`src/rtl/secded_pkg.sv`:
```
// Shared constants, FSM states and result layout for the SECDED decoder engine.
package secded_pkg;

   localparam int unsigned NUM_WORDS = 15;
   localparam int unsigned IN_BASE   = 30;
   localparam int unsigned OUT_BASE  = 0;
   localparam int unsigned ADDR_W    = 8;
   localparam int unsigned DATA_W    = 8;
   localparam int unsigned WORD_W    = 16;
   localparam int unsigned IDX_W     = 4;
   localparam int unsigned DMEM_D    = 256;
   localparam int unsigned ROM_AW    = 10;
   localparam int unsigned ROM_DW    = 9;
   localparam int unsigned ROM_D     = 1024;

   typedef enum logic [2:0] {
      S_IDLE,
      S_RD_LO,
      S_RD_HI,
      S_DEC,
      S_WR_LO,
      S_WR_HI,
      S_DONE
   } state_t;

   typedef enum logic [1:0] {
      ST_NONE   = 2'b00,
      ST_SINGLE = 2'b01,
      ST_DOUBLE = 2'b10
   } status_t;

   typedef struct packed {
      status_t     status;
      logic [2:0]  rsvd;
      logic [10:0] data;
   } result_t;

endpackage

```
`src/rtl/secded_if.sv`:
```
// Byte-wide data memory bus: asynchronous read, synchronous write.
interface secded_if;
   import secded_pkg::*;

   logic [ADDR_W-1:0] addr;
   logic [DATA_W-1:0] wdata;
   logic [DATA_W-1:0] rdata;
   logic              we;

   modport master (output addr, output wdata, output we, input rdata);
   modport slave  (input addr, input wdata, input we, output rdata);

endinterface

```
`src/rtl/secded_decode.sv`:
```
// Combinational SECDED decode of one 16-bit codeword into a status + 11-bit data result.
module secded_decode
   import secded_pkg::*;
(
   input  logic [WORD_W-1:0] code,
   output result_t           result_c
);

   logic [3:0]        syn;
   logic              par;
   logic [WORD_W-1:0] fixed;

   always_comb begin
      syn   = '0;
      par   = ^code;
      fixed = code;
      result_c = '0;
      for (int n = 1; n < 16; n++) begin
         if (code[n]) syn = syn ^ 4'(n);
      end
      // Odd overall parity means one bit flipped; syndrome 0 points at p0.
      if (par) fixed[syn] = ~fixed[syn];
      result_c.data = {fixed[15:9], fixed[7:5], fixed[3]};
      if (par)              result_c.status = ST_SINGLE;
      else if (syn != 4'd0) result_c.status = ST_DOUBLE;
      else                  result_c.status = ST_NONE;
   end

endmodule

```
`src/rtl/secded_mem.sv`:
```
// Data memory (256x8, async read) and instruction ROM (1024x9) used by the engine.
module secded_dmem
   import secded_pkg::*;
(
   input logic     clk,
   secded_if.slave bus
);

   logic [DATA_W-1:0] core [DMEM_D];

   always_ff @(posedge clk) begin
      if (bus.we) core[bus.addr] <= bus.wdata;
   end

   assign bus.rdata = core[bus.addr];

endmodule

module secded_irom
   import secded_pkg::*;
(
   input  logic              clk,
   input  logic              load_en,
   input  logic [ROM_AW-1:0] load_addr,
   input  logic [ROM_DW-1:0] load_data,
   input  logic [ROM_AW-1:0] addr,
   output logic [ROM_DW-1:0] data_c
);

   logic [ROM_DW-1:0] core [ROM_D];

   // Programming port; normally the image is loaded externally.
   always_ff @(posedge clk) begin
      if (load_en) core[load_addr] <= load_data;
   end

   assign data_c = core[addr];

endmodule

```
`src/rtl/secded_top_level.sv`:
```
// SECDED decoder engine: walks NUM_WORDS codewords in dm1, writes decoded results back, then raises done.
module secded_top_level
   import secded_pkg::*;
(
   input  logic clk,
   input  logic reset,
   output logic done
);

   localparam int unsigned LAST_IDX = NUM_WORDS - 1;

   secded_if bus ();

   state_t              state;
   state_t              state_next;
   logic [IDX_W-1:0]    idx;
   logic [DATA_W-1:0]   lo_q;
   logic [WORD_W-1:0]   code_q;
   result_t             res_q;
   result_t             dec_c;
   logic [ADDR_W-1:0]   word_off;
   logic [ROM_DW-1:0]   instr_unused;

   secded_dmem dm1 (
      .clk (clk),
      .bus (bus)
   );

   secded_irom ir_inst (
      .clk       (clk),
      .load_en   (1'b0),
      .load_addr ('0),
      .load_data ('0),
      .addr      (ROM_AW'({idx, state})),
      .data_c    (instr_unused)
   );

   secded_decode u_decode (
      .code     (code_q),
      .result_c (dec_c)
   );

   always_ff @(posedge clk) begin
      if (!reset) state <= S_IDLE;
      else        state <= state_next;
   end

   always_comb begin
      state_next = state;
      case (state)
         S_IDLE:  state_next = S_RD_LO;
         S_RD_LO: state_next = S_RD_HI;
         S_RD_HI: state_next = S_DEC;
         S_DEC:   state_next = S_WR_LO;
         S_WR_LO: state_next = S_WR_HI;
         S_WR_HI: state_next = (idx == IDX_W'(LAST_IDX)) ? S_DONE : S_RD_LO;
         S_DONE:  state_next = S_DONE;
         default: state_next = S_IDLE;
      endcase
   end

   assign word_off = ADDR_W'({idx, 1'b0});

   // Memory bus is a pure function of state and word index.
   always_comb begin
      bus.addr  = '0;
      bus.wdata = '0;
      bus.we    = 1'b0;
      case (state)
         S_RD_LO: bus.addr = ADDR_W'(IN_BASE) + word_off;
         S_RD_HI: bus.addr = ADDR_W'(IN_BASE) + word_off + ADDR_W'(1);
         S_WR_LO: begin
            bus.addr  = ADDR_W'(OUT_BASE) + word_off;
            bus.wdata = res_q[7:0];
            bus.we    = 1'b1;
         end
         S_WR_HI: begin
            bus.addr  = ADDR_W'(OUT_BASE) + word_off + ADDR_W'(1);
            bus.wdata = res_q[15:8];
            bus.we    = 1'b1;
         end
         default: ;
      endcase
   end

   always_ff @(posedge clk) begin
      if (!reset) begin
         idx  <= '0;
         done <= 1'b0;
      end else begin
         done <= (state_next == S_DONE);
         if (state == S_WR_HI) idx <= idx + IDX_W'(1);
      end
   end

   // Byte assembly and result staging need no reset; every run refills them before use.
   always_ff @(posedge clk) begin
      case (state)
         S_RD_LO: lo_q   <= bus.rdata;
         S_RD_HI: code_q <= {bus.rdata, lo_q};
         S_DEC:   res_q  <= dec_c;
         default: ;
      endcase
   end

endmodule

```
`config.mk`:
```
export PLATFORM = sky130hd
export DESIGN_NAME = secded_top_level
export DESIGN_NICKNAME = d
export VERILOG_FILES = /design/src/rtl/secded_pkg.sv /design/src/rtl/secded_if.sv /design/src/rtl/secded_decode.sv /design/src/rtl/secded_mem.sv /design/src/rtl/secded_top_level.sv
export SDC_FILE = /design/constraint.sdc
export NUM_CORES = 1
export LEC_CHECK = 0
export BUFFER_PORTS_ARGS = -buffer_cell sky130_fd_sc_hd__buf_4
export CORE_AREA = 2 2 39 41
export DETAILED_ROUTE_END_ITERATION = 8
export DIE_AREA = 0 0 41 43
export HOLD_SLACK_MARGIN = 0.06
export PLACE_DENSITY = 0.5
export SYNTH_ARGS = -nofsm -noshare
export SYNTH_HDL_FRONTEND = slang
export SYNTH_SLANG_ARGS = --single-unit
```
`constraint.sdc`:
```
create_clock -name clk -period 1.1 [get_ports clk]
set_input_delay 0.11 -clock clk [delete_from_list [all_inputs] [get_ports clk]]
set_output_delay 0.11 -clock clk [all_outputs]
set_load 0.01 [all_outputs]
```
-- Word level (Yosys, flattened, before mapping)
Cells that the tools add are included.
- register bits after elaboration: 8
- input bits: 2
- output and inout bits: 1
- logic and storage cells: 15
- add/subtract/negate cells: 1
- equality and inequality tests: 8
- muxes and demuxes: 2
- reduce and logical (&&, ||, !) cells: 1
- operators by type and width (kind ; count):
    one-hot mux 3 bit (7 select lines) ; 1
    == test 3 bit, second input constant ; 4
    == test 3 x 2 -> 1 bit, second input constant ; 2
    adder 4 x 1 -> 4 bit, second input constant ; 1
    == test 4 bit, second input constant ; 1
    == test 3 x 1 -> 1 bit, second input constant ; 1
    zero test 3 bit ; 1
    2-to-1 mux 3 bit ; 1

-- Longest topological paths before layout
- word-level depth: 4
- gate-level depth with buffers: 5
- gate-level depth less buffers: 5

-- Worst setup path before layout
OpenSTA, ideal clock, no wires.
- kind: register to register
- start: register idx[0]
- end: register state[0]
- setup time: 0.095 ns
- arrival time: 0.996 ns
- data required time: 1.005 ns
- path slack: 0.009 ns
- stages on the path, launching flop included: 6
- buffers on the path: 0
- period minus slack after synthesis: 1.091 ns
- cells stage by stage: dfxtp_1 > inv_1 > ha_1 > nand3_1 > nand2_1 > a221oi_1
- longest elaborated chain between the ends: 3
- RTL lines (item ; line ; text):
    start, declared ; secded_top_level.sv:16 ; logic [IDX_W-1:0] idx;
    start signal, assigned ; secded_top_level.sv:92 ; if (state == S_WR_HI) idx <= idx + IDX_W'(1);
    == test 4 bit ; secded_top_level.sv:56 ; S_WR_HI: state_next = (idx == IDX_W'(LAST_IDX)) ? S_DONE : S_RD_LO;
    2-to-1 mux 3 bit ; secded_top_level.sv:56 ;
    one-hot mux 3 bit (7 select lines) ; secded_top_level.sv:50 ; case (state)
    end signal, assigned ; secded_top_level.sv:45 ; else state <= state_next;
    end, declared ; secded_top_level.sv:14 ; state_t state;
No other way between the ends.
A chain may end at the register's enable or synchronous reset.

-- Final worst setup path
- start: register idx[0]
- end: register state[2]
Same word-level chain as after synthesis.

==> qor.txt <==
Final count of pins violating max slew: 0
CP Cell Sequence: inv_2, ha_2, nand3_4, o211a_1, nor3_1
YS warnings: 0
TritonRoute pass-1 iters: 3
Post-Syn Area per Cell: 9.582 µm²
Clock root buffer: clkbuf_4
Worst Max-Slew Pin Slew: 0.2241 ns
Final setup fails: 0
Slowest stage cell on the critical path: dfxtp_2
IO Pins: 3
Status: finished clean
Pleak: 0.2047 nW
Pre-CTS WS: -0.02677 ns
Maximum VDD drop: 0.0006877 V
DRT iter0 DRCs: 2
Non-Filler Instances: 61
Final period utilization: 0.9677
WHS: 0.09523 ns
Cell Area, Placed: 416.7 µm²
Multi-input gate area: 216.5 µm²
Worst-path maximum fanout: 4
Setup WS post-layout: 0.03555 ns
Mapped Cells: 38
Cell Rows: 14
Sequential cell area fraction in the yosys report: 0.4399
Gr ovfl total: 0
Arrival time worst endpoint: 1.25 ns
CTS Hold Bufs: 0
Vias per cell: 4.574
Die ar.: 1763 µm²
Synthesized Nets: 42
Startpoint types: flip-flop
Final hold violations: 0
Fin util: 0.3391
CTS tree: yes
Hold Crit Class: in2reg
ANT cells: 0
RD Place Congestion: 0.7471
Die width: 41 µm
DIE HEIGHT: 43 µm
Crit. End Element: flip-flop
Layout cells sized above 1: 0.4444
Setup CP Type: reg2reg
ANT nets after route: 0
Tmin final: 1.064 ns
Total power: 0.6029 mW
Largest stage delay on the critical path: 0.33 ns
Routed via count: 279
Fillers: 144
Setup TNS: 0 ns
CTS Buf Count: 3
Max Freq: 939.5 MHz
# H-tree levels: 1
Area Growth Syn to Fin: 28.87%
Unrepaired setup endpoints after global routing: no
Final wirelength: 627 µm
Clock Path Buffers: 2
Power Dens Cells: 1285 nW/µm²
Clock skew: 0.004600 ns
Number of port buffers: 2
All-layer global routing usage: 0.1007
DRC violations left: 0
NumNets Final: 51
DP Wirelength: 452.2 µm
Starting Density: 0.2631
Core ar.: 1384 µm²
Worst-Skew Late Latency: 0.25 ns
CTS clk-pin slew, worst paths: 0.05 ns
Data required, critical path: 1.28 ns
Clk sinks: 8
Synth unique cells: 22
Inst Count DP: 58
Cell Area, Synth: 364.1 µm²
Largest net degree at the start of global routing: 7
FF+latch count, synth: 8
Slew headroom: 0.8490
Design Area, Final: 469.2 µm²
Max-cap violation count: 0
First-pass GRT wire length: 1062 µm
Register area: 165.2 µm²
WL per Instance: 10.28 µm
Initial antenna violation count: 0
Vias in the first global route: 237
==> final cells by class <==
| class | instances | area share |
|---|---|---|
| flip-flops and latches | 8 | 0.3520 |
| inverters | 2 | 0.01600 |
| multi-input cells | 27 | 0.4613 |
| well taps | 16 | 0.04267 |
| clock buffers | 3 | 0.04800 |
| repair buffers | 5 | 0.08000 |
==> Yosys cell counts, drive strengths merged <==
| master | instances | area share |
|---|---|---|
| a21oi | 3 | 0.041 |
| xnor2 | 1 | 0.024 |
| and3b | 1 | 0.027 |
| mux2i | 1 | 0.027 |
| nor2 | 3 | 0.031 |
| clkbuf | 1 | 0.014 |
| nand3 | 1 | 0.014 |
| a211oi | 1 | 0.021 |
| nand4 | 1 | 0.017 |
| ha | 2 | 0.069 |
| or3 | 1 | 0.017 |
| dfxtp | 8 | 0.44 |
| and2b | 1 | 0.024 |
| nand2 | 3 | 0.031 |
| o21ai | 1 | 0.014 |
| o21a | 1 | 0.021 |
| o211a | 2 | 0.055 |
| inv | 2 | 0.021 |
| nand2b | 2 | 0.055 |
| a221oi | 1 | 0.024 |
| nor3 | 1 | 0.014 |
==> routing by layer <==
metal | GRT usage | part of all wire | vias to the layer above
met3 | 0.09424 | 0.065 | 2
met5 | 0 | 0 | -
met1 | 0.1461 | 0.53 | 120
met2 | 0.08750 | 0.37 | 7
met4 | 0.06000 | 0.022 | 0
li1 | - | - | 150
==> kinds of logic (layout without fill, tap and decap cells) <==
group | count (synthesis) | after routing | share of synthesized area
AOI/OAI and AO/OA | 9 | 9 | 0.1753
xor gates and xnor gates | 1 | 1 | 0.02406
and+or+nand+nor | 14 | 14 | 0.2302
buffers and inverters | 3 | 10 | 0.03436
muxes | 1 | 1 | 0.02749
adders and majority gates | 2 | 2 | 0.06872
DFF | 8 | 8 | 0.4399
==> where the power goes <==
| group | internal [mW] | switching [mW] | leakage (nW) |
|---|---|---|---|
| Clock | 0.125 | 0.0995 | 0.0138 |
| Sequential | 0.304 | 0.0147 | 0.0666 |
| Combinational | 0.0331 | 0.0270 | 0.124 |
==> critical path, delay by kind of cell (launching register included) <==
family / cells / cell delay (ns)
DFF: 1 / 0.33
AOI/OAI and AO/OA: 1 / 0.24
and+or+nand+nor: 2 / 0.20
adders and majority gates: 1 / 0.18
buffers and inverters: 1 / 0.04
==> layout by cell type, fill, tap and decap left out, types with 2 or more instances in the layout <==
cell,instances
nor2_1,3
o211a_1,2
dfxtp_2,4
dfxtp_1,4
a21oi_1,2
nand2_1,3
buf_4,5
clkbuf_4,3
==> state kept, by name (all words and copies together), names as in the netlist <==
| signal | cells |
|---|---|
| done | 1 |
| idx | 4 |
| state | 3 |
==> what timing repair did <==
| action | in CTS | in global routing |
|---|---|---|
| pin swaps | 0 | 3 |
| setup endpoints to repair | 4 | 4 |
| resized for setup | 3 | 7 |
| buffers inserted | 0 | 0 |
==> worst paths after layout <==
path	endpoint	start	slack [ns]	cells after the start
min	state[1]	reset	0.1	2
min reg2reg	state[0]	state[1]	0.49	1
max	state[2]	idx[0]	0.04	5
max reg2reg	state[2]	idx[0]	0.04	5
No activity file was read; power rests on OpenSTA's default activity.
